--- src/rtl/load_store_unit.sv ---
// ============================================================================
//  Module   : load_store_unit
//  Brief    : CPU load/store FSM in front of a single-cycle word memory, with
//             read-modify-write for sub-word stores (LSU_BYTE_LANE_EN).
//  Revision : 1.0 - initial release
// ============================================================================
`default_nettype none

module load_store_unit #(
   parameter int ADDR_W = 7
) (
   input  logic              clk,
   input  logic              rst_n,
   input  logic              req,
   input  logic              we,
   input  logic [1:0]        size,
   input  logic              sign_ext,
   input  logic [ADDR_W+1:0] addr,
   input  logic [31:0]       wdata,
   output logic              ready,
   output logic              done,
   output logic              misalign,
   output logic [31:0]       rdata,
   output logic              memread,
   output logic              memwrite,
   output logic [ADDR_W-1:0] mem_address,
   output logic [31:0]       mem_writedata,
   input  logic [31:0]       mem_readdata
);

   typedef enum logic [2:0] {
      ST_IDLE = 3'd0,
      ST_RD   = 3'd1,
      ST_WR   = 3'd2,
      ST_DONE = 3'd3,
      ST_ERR  = 3'd4
   } state_t;

   state_t            r_state;
   logic              r_we;
   logic [1:0]        r_size;
   logic              r_sign_ext;
   logic [ADDR_W+1:0] r_addr;
   logic [31:0]       r_wdata;
   logic              r_done;
   logic              r_misalign;
   logic              r_memread;
   logic              r_memwrite;
   logic [31:0]       r_rdata;
   logic [31:0]       r_mem_writedata;

   logic              w_misalign;
   logic [31:0]       w_load_val;
   logic [31:0]       w_store_val;

`ifdef LSU_BYTE_LANE_EN
   logic [7:0]        w_byte;
   logic [15:0]       w_half;

   assign w_misalign = (size == 2'b11)
                    || ((size == 2'b01) && addr[0])
                    || ((size == 2'b10) && (addr[1:0] != 2'b00));

   // Lane extraction/merge operate on the word read during RD.
   always_comb begin
      w_byte      = mem_readdata[{r_addr[1:0], 3'b000} +: 8];
      w_half      = mem_readdata[{r_addr[1], 4'b0000} +: 16];
      w_load_val  = mem_readdata;
      w_store_val = mem_readdata;
      case (r_size)
         2'b00: begin
            w_load_val = {{24{r_sign_ext & w_byte[7]}}, w_byte};
            w_store_val[{r_addr[1:0], 3'b000} +: 8] = r_wdata[7:0];
         end
         2'b01: begin
            w_load_val = {{16{r_sign_ext & w_half[15]}}, w_half};
            w_store_val[{r_addr[1], 4'b0000} +: 16] = r_wdata[15:0];
         end
         default: w_store_val = r_wdata;
      endcase
   end
`else
   logic w_unused;

   assign w_misalign  = (size != 2'b10) || (addr[1:0] != 2'b00);
   assign w_load_val  = mem_readdata;
   assign w_store_val = r_wdata;
   assign w_unused    = &{1'b0, r_size, r_sign_ext, r_addr[1:0]};
`endif

   always_ff @(posedge clk or negedge rst_n) begin
      if (!rst_n) begin
         r_state         <= ST_IDLE;
         r_we            <= 1'b0;
         r_size          <= 2'b00;
         r_sign_ext      <= 1'b0;
         r_addr          <= '0;
         r_wdata         <= 32'd0;
         r_done          <= 1'b0;
         r_misalign      <= 1'b0;
         r_memread       <= 1'b0;
         r_memwrite      <= 1'b0;
         r_rdata         <= 32'd0;
         r_mem_writedata <= 32'd0;
      end else begin
         case (r_state)
            ST_IDLE: begin
               if (req) begin
                  r_we       <= we;
                  r_size     <= size;
                  r_sign_ext <= sign_ext;
                  r_addr     <= addr;
                  r_wdata    <= wdata;
                  if (w_misalign) begin
                     r_state    <= ST_ERR;
                     r_done     <= 1'b1;
                     r_misalign <= 1'b1;
                  end else if (we && (size == 2'b10)) begin
                     r_state         <= ST_WR;
                     r_memwrite      <= 1'b1;
                     r_mem_writedata <= wdata;
                  end else begin
                     // Loads and sub-word stores both start with a read.
                     r_state   <= ST_RD;
                     r_memread <= 1'b1;
                  end
               end
            end
            ST_RD: begin
               r_memread <= 1'b0;
               if (r_we) begin
                  r_state         <= ST_WR;
                  r_memwrite      <= 1'b1;
                  r_mem_writedata <= w_store_val;
               end else begin
                  r_state <= ST_DONE;
                  r_done  <= 1'b1;
                  r_rdata <= w_load_val;
               end
            end
            ST_WR: begin
               r_memwrite <= 1'b0;
               r_state    <= ST_DONE;
               r_done     <= 1'b1;
            end
            ST_DONE, ST_ERR: begin
               r_state    <= ST_IDLE;
               r_done     <= 1'b0;
               r_misalign <= 1'b0;
            end
            default: begin
               r_state    <= ST_IDLE;
               r_done     <= 1'b0;
               r_misalign <= 1'b0;
               r_memread  <= 1'b0;
               r_memwrite <= 1'b0;
            end
         endcase
      end
   end

   assign ready         = (r_state == ST_IDLE);
   assign done          = r_done;
   assign misalign      = r_misalign;
   assign rdata         = r_rdata;
   assign memread       = r_memread;
   assign memwrite      = r_memwrite;
   assign mem_address   = r_addr[ADDR_W+1:2];
   assign mem_writedata = r_mem_writedata;

endmodule

`default_nettype wire
--- config.mk ---
export PLATFORM = sky130hd
export DESIGN_NAME = load_store_unit
export DESIGN_NICKNAME = d
export VERILOG_FILES = /design/src/rtl/load_store_unit.sv
export SDC_FILE = /design/constraint.sdc
export NUM_CORES = 1
export LEC_CHECK = 0
export BUFFER_PORTS_ARGS = -buffer_cell sky130_fd_sc_hd__buf_2
export CAP_MARGIN = 20
export CORE_ASPECT_RATIO = 2
export CORE_UTILIZATION = 50
export CTS_CLUSTER_DIAMETER = 200
export DETAILED_ROUTE_END_ITERATION = 8
export PLACE_DENSITY = 0.85
export SLEW_MARGIN = 40
export SYNTH_ARGS = -nofsm -noshare
export SYNTH_HDL_FRONTEND = slang
export SYNTH_SLANG_ARGS = --single-unit
export TNS_END_PERCENT = 5
--- constraint.sdc ---
create_clock -name clk -period 2.01 [get_ports clk]
set_input_delay 0.201 -clock clk [delete_from_list [all_inputs] [get_ports clk]]
set_output_delay 0.201 -clock clk [all_outputs]
set_load 0.005 [all_outputs]
==> results of run 1 <==
[per-layer routing]
| metal | GRT usage | vias to the layer above | routed length (µm) |
|---|---|---|---|
| met5 | 0 | - | 0 |
| met4 | 0.0933 | 0 | 212 |
| met3 | 0.0388 | 14 | 383 |
| met2 | 0.388 | 104 | 5550 |
| met1 | 0.226 | 1592 | 3640 |
| li1 | - | 1401 | - |
[worst max-delay path, cell delays in order (launching register included)]
cell and delay (ns):
dfrtp_1 0.54, nor4b_4 0.49, buf_12 0.23, mux2_2 0.35
[layout by cell type, fill, tap and decap left out]
cell	synthesis	routed
buf_2	4	153
dfrtp_1	111	111
mux2_1	38	38
mux2_2	34	34
nand2b_1	32	32
o221a_1	29	29
clkbuf_16	0	9
buf_12	0	5
buf_4	3	4
nor4b_4	3	3
o221a_2	3	3
nor2b_1	3	3
inv_1	2	2
o21a_1	2	2
o21ai_0	2	2
clkinv_2	0	2
inv_6	0	2
nor3_4	1	1
nand4_2	1	1
and4bb_4	1	1
a41o_4	1	1
nor2_1	1	1
nand3_1	1	1
a21oi_1	1	1
a21boi_0	1	1
a31oi_1	1	1
o31ai_1	1	1
or4b_1	1	1
a2111oi_0	1	1
nor3_1	1	1
and2_1	1	1
nand4_1	1	1
nand2_1	1	1
nand3b_1	1	1
clkinv_4	0	1
clkinvlp_4	0	1
clkbuf_8	0	1
dlygate4sd3_1	0	1
[final cells by class]
| class | count | area [µm²] |
|---|---|---|
| Tap cell | 102 | 128 |
| Sequential cell | 111 | 2780 |
| Clock inverter | 6 | 43.8 |
| Fill cell | 694 | 3210 |
| Multi-Input combinational cell | 163 | 1640 |
| Timing Repair Buffer | 163 | 906 |
| Inverter | 2 | 7.51 |
| Clock buffer | 10 | 239 |
[worst paths after layout]
path,slack (ns),to,cells past startpoint
max in group asynchronous,1.04,r_wdata[4]$_DFFE_PN0P_,3
hold / removal,0.07,rdata[26]$_DFFE_PN0P_,2
hold reg to reg,0.48,r_wdata[27]$_DFFE_PN0P_,1
setup reg to reg,0.28,r_wdata[0]$_DFFE_PN0P_,3
setup / recovery,0.28,r_wdata[0]$_DFFE_PN0P_,3
min in group asynchronous,0.36,r_wdata[17]$_DFFE_PN0P_,2
[per-stage QoR]
stage,instances,power (µW),instance area [µm²],hold WS (ns),worst slack [ns]
floorplan,295,5840,4580,-0.0946,0.414
global placement,540,6920,5440,0.185,0.324
detailed placement,540,7130,5440,0.198,0.274
CTS,557,8830,5740,0.0579,0.263
global route,557,9260,5740,0.0591,0.191
finish,557,8730,5740,0.0666,0.275
[kinds of logic (layout without fill, tap and decap cells)]
kind of cell / after synthesis / count (layout)
buf+inv: 21 / 181
mux: 72 / 72
compound gates: 42 / 42
flops: 111 / 111
simple gates: 49 / 49
[sequential cells by signal, summed over array words and instances, names as in the netlist]
register / count
rdata: 32
r_state: 3
mem_writedata: 32
r_we: 1
misalign: 1
r_addr: 7
done: 1
memread: 1
memwrite: 1
r_wdata: 32
[power groups by stage]
stage,Clock (µW),Combinational [µW],Sequential [µW]
after floorplan,0,1910,3930
after global placement,0,2960,3960
after detailed placement,0,3100,4040
after CTS,1720,3100,4010
after global routing,1810,3320,4130
final,1680,3040,4000
==> flow_metrics.py, run 1 <==
metrics = {
    "logic_synthesis": {
        "synth_top_family_by_area": "multiplexers",
        "synthMuxAreaShare": 0.177,
        "synthSimpleGateAreaFrac": 0.0837,
        "syn_area_per_cell_um2": 15.5,
        "synth_compound_area_frac": 0.0965,
        "synth_edf_count": 0,
        "syn_inst": 295,
        "synth_top_area_cell": "dfrtp_1",
        "ys_warn_count": 0,
        "netlist_top_cells_area": "dfrtp_1 (61%), mux2_1 (9.4%), mux2_2 (8.4%), o221a_1 (7.1%), nand2b_1 (4.4%)",
        "synth_flop_cell": "dfrtp_1",
        "synth.most_common_cell": "dfrtp_1",
        "async_reset_ff_frac": 1.00,
        "synth-adder-area-share": 0,
        "netlist.area_leader.share": 0.607,
        "synth_fp_nets": 375,
        "synth_xor_area_frac": 0,
        "ys_ff_latch": 111,
        "synthDistinctLibCells": 32,
        "synth_area_um2": 4580,
        "ys_top_cells_by_count": "dfrtp_1 (111), mux2_1 (38), mux2_2 (34), nand2b_1 (32), o221a_1 (29)",
        "yosysSeqAreaShare": 0.607,
    },
    "routing": {
        "drtPass1Iterations": 4,
        "routed_wl_mm": 9.78,
        "ant_nets": 0,
        "drc": 0,
        "dr.first_iter.drc_count": 106,
        "wl_per_cell_um": 17.6,
        "viasPerCell": 5.59,
        "dr_total_vias": 3111,
    },
    "worst_setup_path": {
        "crit_type": "flip-flop to flip-flop",
        "critical_path.endpoint_type": "flip-flop",
        "start_kind": "flip-flop",
        "critPathMaxFanout": 23,
        "r2r_start": "r_state[1]$_DFFE_PN0P_",
        "crit_start": "r_state[1]$_DFFE_PN0P_",
        "cp.required_ns": 2.24,
        "cp_data_arrival_time_ns": 1.96,
    },
    "timing": {
        "slew_violations": 0,
        "skew_ns": 0.0101,
        "period_minus_slack_ns": 1.73,
        "timing.final.crit_share": 0.863,
        "fmax_mhz": 576,
        "finalHoldViolCount": 0,
        "max_slew_margin": 0.669,
        "setup_violations": 0,
        "worst_slew_pin_slew_ns": 0.497,
        "final.setup.tns_ns": 0,
        "rsz0062_at_grt": "no",
    },
    "hold_path": {
        "hp-class": "primary input to flip-flop",
        "worst_hold_startpoint": "mem_readdata[26]",
    },
    "outcome": {
        "status": "finished, final reports clean",
    },
    "final_layout": {
        "drive_gt1_frac": 0.488,
        "syn2layout_area_growth_pct": 25.4,
        "final_util": 0.641,
        "nets": 530,
        "antenna_cells": 0,
    },
    "clocking": {
        "cts-hold-fix-buffers": 1,
        "clk_latency_ns": 0.35,
        "htree_levels": 3,
        "cts_resized": 0,
        "cts_setup_buffers": 0,
        "cts.sinks": 111,
        "ctsLongestPathBuffers": 2,
        "cts_tree": "yes",
        "cts-root-buf": "clkbuf_16",
        "clkTransAtPathRegs_ns": 0.07,
        "cts_buffers": 9,
    },
    "floorplan": {
        "die_w_um": 69.6,
        "dieHeight_um": 137,
        "coreArea_um2": 8950,
        "start_util": 0.511,
        "floorplan.die_area_um2": 9560,
        "rows": 49,
        "ios": 156,
    },
    "power_and_ir_drop": {
        "leakage_uw": 0.00261,
        "p_int_uw": 6080,
        "switchingPower_uw": 2650,
        "power.density_nw_per_um2": 1520,
        "p_sw_frac": 0.303,
        "combPwrFrac": 0.348,
        "power.share.clock": 0.193,
        "seqPwrFrac": 0.459,
        "vdd_drop_max_mv": 0.856,
    },
    "placement": {
        "port_buffers": 154,
        "dpl.hpwl_mm": 7.05,
        "gp_congestion": 0.760,
    },
    "flow_run": {
        "drv_cap": 0,
    },
    "global_route": {
        "antenna_found_initial": 0,
        "grt_pass1_vias": 3219,
        "grt_max_degree": 42,
        "grt_first_pass_wirelength_mm": 15.2,
        "grt_util_all_layers": 0.208,
        "gr-total-overflow": 0,
    },
}
No activity file was read; power rests on OpenSTA's default activity.
==> inputs of run 2 (changes only) <==
- CORE_UTILIZATION: 50 -> 54
- PLACE_DENSITY: 0.85 -> 0.9
- clock period: 2.01 -> 2.23 ns (I/O delays scaled with it)
==> flow_metrics.py, run 2 (synthesis results as in run 1) <==
metrics = {
    "power_and_ir_drop": {
        "power.density_nw_per_um2": 1380,
        "switchingPower_uw": 2360,
        "combPwrFrac": 0.345,
        "leakage_uw": 0.00261,
        "p_sw_frac": 0.298,
        "p_int_uw": 5560,
        "power_uw": 7920,
        "vdd_drop_max_mv": 0.742,
        "power.share.clock": 0.198,
        "seqPwrFrac": 0.457,
    },
    "timing": {
        "timing.final.crit_share": 0.818,
        "worst_slew_pin_slew_ns": 0.676,
        "holdWs_ns": 0.101,
        "slew_violations": 0,
        "setup_violations": 0,
        "fmax_mhz": 548,
        "skew_ns": 0.00639,
        "finalHoldViolCount": 0,
        "rsz0062_at_grt": "no",
        "final.setup.tns_ns": 0,
        "max_slew_margin": 0.549,
        "period_minus_slack_ns": 1.82,
    },
    "routing": {
        "dr_total_vias": 3092,
        "drc": 0,
        "dr.first_iter.drc_count": 129,
        "ant_nets": 0,
        "routed_wl_mm": 9.89,
        "viasPerCell": 5.57,
        "drtPass1Iterations": 6,
        "wl_per_cell_um": 17.8,
    },
    "worst_setup_path": {
        "cp_num_buf_inv": 0,
        "cp_slowest_cell": "dfrtp_1",
        "path_cells": "and4bb_4 > a41o_4 > o221a_2",
        "r2r-end": "mem_writedata[31]$_DFFE_PN0P_",
        "r2r_setup_slack_ns": 0.41,
        "cp_data_arrival_time_ns": 2.04,
        "start_kind": "flip-flop",
        "critical_path.endpoint_type": "flip-flop",
        "reg2reg_depth": 3,
        "cp.required_ns": 2.45,
        "cp_top_family": "compound AO/OA/AOI/OAI gates",
        "cpPeakStageDelay_ns": 0.63,
        "crit_type": "flip-flop to flip-flop",
        "critPathMaxFanout": 32,
        "r2r_start": "r_state[2]$_DFFE_PN0P_",
    },
    "clocking": {
        "cts.sinks": 111,
        "clkTransAtPathRegs_ns": 0.07,
        "cts_setup_buffers": 0,
        "ctsLongestPathBuffers": 2,
        "cts-root-buf": "clkbuf_16",
        "clk_latency_ns": 0.34,
        "cts-hold-fix-buffers": 1,
        "cts_tree": "yes",
        "htree_levels": 3,
        "cts_resized": 0,
        "cts_buffers": 9,
    },
    "final_layout": {
        "fill_cells": 580,
        "stdcell_count": 555,
        "drive_gt1_frac": 0.485,
        "multi_input_area_um2": 1640,
        "layout_common_cells": "buf_2 (153), dfrtp_1 (111), mux2_1 (38)",
        "regArea_um2": 2780,
        "nets": 532,
        "mostFrequentLayoutCell": "buf_2",
        "final_area_um2": 5720,
        "syn2layout_area_growth_pct": 25.0,
    },
    "global_route": {
        "grt_util_all_layers": 0.242,
        "gr-total-overflow": 0,
        "grt_pass1_vias": 3367,
        "grt_max_degree": 55,
        "grt_first_pass_wirelength_mm": 16.0,
        "antenna_found_initial": 1,
    },
    "placement": {
        "dpl.cell_count": 538,
        "dpl.hpwl_mm": 7.21,
        "gp_congestion": 0.810,
        "port_buffers": 154,
        "place_area_um2": 5420,
    },
    "outcome": {
        "status": "finished, final reports clean",
    },
    "floorplan": {
        "ios": 156,
        "floorplan.die_area_um2": 8870,
        "dieHeight_um": 132,
        "coreArea_um2": 8230,
        "rows": 47,
        "die_w_um": 67.1,
        "start_util": 0.556,
    },
    "hold_path": {
        "min_to": "rdata[11]$_DFFE_PN0P_",
        "hp-class": "primary input to flip-flop",
        "worst_hold_startpoint": "mem_readdata[11]",
        "worst_hold_path.num_cells": 2,
    },
    "flow_run": {
        "drv_cap": 0,
    },
}
run 2: power groups by stage:
| stage | Combinational [µW] | Clock (µW) | Sequential (µW) |
|---|---|---|---|
| after floorplan | 1720 | 0 | 3540 |
| after global placement | 2630 | 0 | 3560 |
| after detailed placement | 2770 | 0 | 3650 |
| after CTS | 2770 | 1600 | 3630 |
| after global routing | 2980 | 1680 | 3750 |
| final | 2730 | 1570 | 3620 |
run 2: per-layer routing:
metal,track usage,part of all wire,vias to the layer above
met5,0,0,-
met4,0.128,0.036,0
met3,0.0441,0.044,26
met2,0.411,0.54,108
met1,0.277,0.38,1561
li1,-,-,1397
run 2: layout make-up:
type,count,area share
diodes,1,0.000438
clock buffers,12,0.0431
clock inverters,3,0.00766
inverters,2,0.00131
multi-input cells,163,0.286
flip-flops and latches,111,0.486
well taps,98,0.0214
repair buffers,165,0.154
run 2: worst max-delay path by stage:
stage	startpoint	endpoint	cells past startpoint
final	r_state[2]$_DFFE_PN0P_	mem_writedata[31]$_DFFE_PN0P_	3
after floorplan	r_state[1]$_DFFE_PN0P_	rdata[0]$_DFFE_PN0P_	4
after detailed placement	r_state[2]$_DFFE_PN0P_	mem_writedata[0]$_DFFE_PN0P_	3
after CTS	r_state[2]$_DFFE_PN0P_	mem_writedata[31]$_DFFE_PN0P_	3
after global routing	r_state[1]$_DFFE_PN0P_	r_wdata[8]$_DFFE_PN0P_	3
after global placement	r_state[2]$_DFFE_PN0P_	mem_writedata[31]$_DFFE_PN0P_	3
run 2: worst reg2reg max path: cells and delay by family (launching register included):
kind	cells	cell delay, ns
AOI/OAI and AO/OA	2	0.71
and+or+nand+nor	1	0.37
DFF	1	0.63
run 2: metrics by stage:
step	setup slack [ns]	utilization
after floorplan	0.634	-
after global placement	0.460	0.658
after detailed placement	0.410	0.658
after CTS	0.394	0.694
after global routing	0.328	0.695
final	0.406	0.695
==> inputs of run 3 (changes only) <==
- CORE_UTILIZATION: 54 -> 45
- PLACE_DENSITY: 0.9 -> 0.81
- clock period: 2.23 -> 1.55 ns (I/O delays scaled with it)
==> flow_metrics.py, run 3 (synthesis results as in run 1) <==
metrics = {
    "worst_setup_path": {
        "cp.required_ns": 1.78,
        "critical_path.endpoint_type": "flip-flop",
        "path_cells": "buf_12 > nor4b_4 > buf_6 > clkbuf_16 > mux2_4",
        "start_kind": "flip-flop",
        "cp.depth": 5,
        "cp_data_arrival_time_ns": 1.89,
        "cp_top_family": "buffers and inverters",
        "critPathMaxFanout": 7,
        "cpPeakStageDelay_ns": 0.40,
        "cp_slowest_cell": "dfrtp_1",
        "crit_type": "flip-flop to flip-flop",
        "cp_num_buf_inv": 3,
        "reg2reg_depth": 5,
    },
    "power_and_ir_drop": {
        "p_int_uw": 8700,
        "leakage_uw": 0.00282,
        "vdd_drop_max_mv": 0.944,
        "power.share.clock": 0.186,
        "seqPwrFrac": 0.416,
        "switchingPower_uw": 3640,
        "combPwrFrac": 0.398,
        "p_sw_frac": 0.295,
        "power.density_nw_per_um2": 2010,
    },
    "floorplan": {
        "start_util": 0.466,
        "die_w_um": 73.3,
        "floorplan.die_area_um2": 10600,
        "ios": 156,
        "coreArea_um2": 9830,
        "rows": 51,
        "dieHeight_um": 145,
    },
    "timing": {
        "fmax_mhz": 601,
        "finalHoldViolCount": 0,
        "skew_ns": 0.00607,
        "timing.final.crit_share": 1.07,
        "holdWs_ns": 0.0285,
        "worst_slew_pin_slew_ns": 0.605,
        "max_slew_margin": 0.595,
        "slew_violations": 0,
        "period_minus_slack_ns": 1.66,
        "rsz0062_at_grt": "yes",
        "setup_violations": 104,
        "fin_ws_ns": -0.113,
    },
    "routing": {
        "dr.first_iter.drc_count": 173,
        "viasPerCell": 5.22,
        "dr_total_vias": 3171,
        "drc": 0,
        "ant_nets": 0,
        "routed_wl_mm": 10.8,
        "drtPass1Iterations": 4,
        "wl_per_cell_um": 17.7,
    },
    "placement": {
        "dpl.hpwl_mm": 7.27,
        "gp_congestion": 0.769,
        "dpl.cell_count": 582,
        "port_buffers": 154,
    },
    "final_layout": {
        "syn2layout_area_growth_pct": 34.1,
        "stdcell_count": 608,
        "nets": 551,
        "drive_gt1_frac": 0.529,
        "mostFrequentLayoutCell": "buf_2",
        "layout_common_cells": "buf_2 (152), dfrtp_1 (111), nand2b_1 (32)",
        "antenna_cells": 0,
    },
    "global_route": {
        "grt_max_degree": 44,
        "busiest_layer": "met2",
        "grt_pass1_vias": 3157,
        "grt_util_met1": 0.224,
        "met3_usage": 0.0397,
        "gr-total-overflow": 0,
        "grt_util_all_layers": 0.194,
        "grt_first_pass_wirelength_mm": 15.4,
        "antenna_found_initial": 0,
        "use_met2": 0.337,
    },
    "clocking": {
        "htree_levels": 3,
        "cts.sinks": 111,
        "ctsLongestPathBuffers": 2,
        "cts-root-buf": "clkbuf_16",
        "cts_tree": "yes",
        "clkTransAtPathRegs_ns": 0.07,
        "cts_buffers": 9,
        "clk_latency_ns": 0.34,
    },
    "outcome": {
        "violations": "negative setup slack",
        "status": "finished, violations left",
    },
    "hold_path": {
        "hp-class": "primary input to flip-flop",
        "worst_hold_path.num_cells": 2,
    },
    "flow_run": {
        "drv_cap": 0,
    },
}
run 3: cell types whose count changed in the layout (fill, tap and decap cells not counted), moves of 2 or more:
| cell | change |
|---|---|
| mux2_4 | +23 |
| mux2_2 | -13 |
| mux2_1 | -10 |
| buf_6 | +9 |
| buf_12 | +4 |
| buf_4 | +4 |
| a41o_4 | +2 |
run 3: power by group through the flow:
stage / Sequential, µW / Clock, µW / Combinational, µW
2_1_floorplan: 5100 / 0 / 2490
3_3_place_gp: 5040 / 0 / 4150
3_5_place_dp: 5120 / 0 / 4340
4_1_cts: 5110 / 2360 / 4460
5_1_grt: 5290 / 2460 / 5330
6_report: 5130 / 2300 / 4910
run 3: path summary, 6_finish.rpt:
check / start / to / slack, ns
worst max-delay path: r_state[0]$_DFFE_PN0P_ / r_wdata[21]$_DFFE_PN0P_ / -0.11
worst min register to register: rdata[20]$_DFFE_PN0P_ / rdata[20]$_DFFE_PN0P_ / 0.48
max in group asynchronous: rst_n / rdata[6]$_DFFE_PN0P_ / 0.66
worst max register to register: r_state[0]$_DFFE_PN0P_ / r_wdata[21]$_DFFE_PN0P_ / -0.11
min in group asynchronous: rst_n / mem_writedata[15]$_DFFE_PN0P_ / 0.31
worst min-delay path: mem_readdata[20] / rdata[20]$_DFFE_PN0P_ / 0.03
run 3: timing repair:
item	4_1_cts	5_1_grt
hold endpoints to repair	32	0
pin swaps	22	7
setup endpoints to repair	105	105
gates cloned	0	3
buffers inserted	0	6
hold buffers	1	0
gates resized for setup	10	26
run 3: final cells by class:
class	count	area, µm²
fillers	789	3690
flip-flops and latches	111	2780
multi-input cells	165	1770
repair buffers	182	1110
clock buffers	11	243
well taps	132	165
clock inverters	5	56.3
inverters	2	7.51
run 3: stage by stage:
stage,setup TNS (ns),setup WS [ns],area (µm²),utilization,power [µW]
finish,-6.18,-0.113,6140,0.625,12300
CTS,-8.15,-0.133,5930,0.604,11900
global route,-12.81,-0.170,6140,0.625,13100
global placement,-4.15,-0.0959,5580,0.568,9190
detailed placement,-7.78,-0.146,5580,0.568,9470
floorplan,-0.853,-0.0236,4580,-,7590
run 3: per-layer routing:
layer	up-vias	wire, µm
li1	1446	-
met1	1604	4140
met2	105	5900
met3	16	440
met4	0	307
met5	-	0
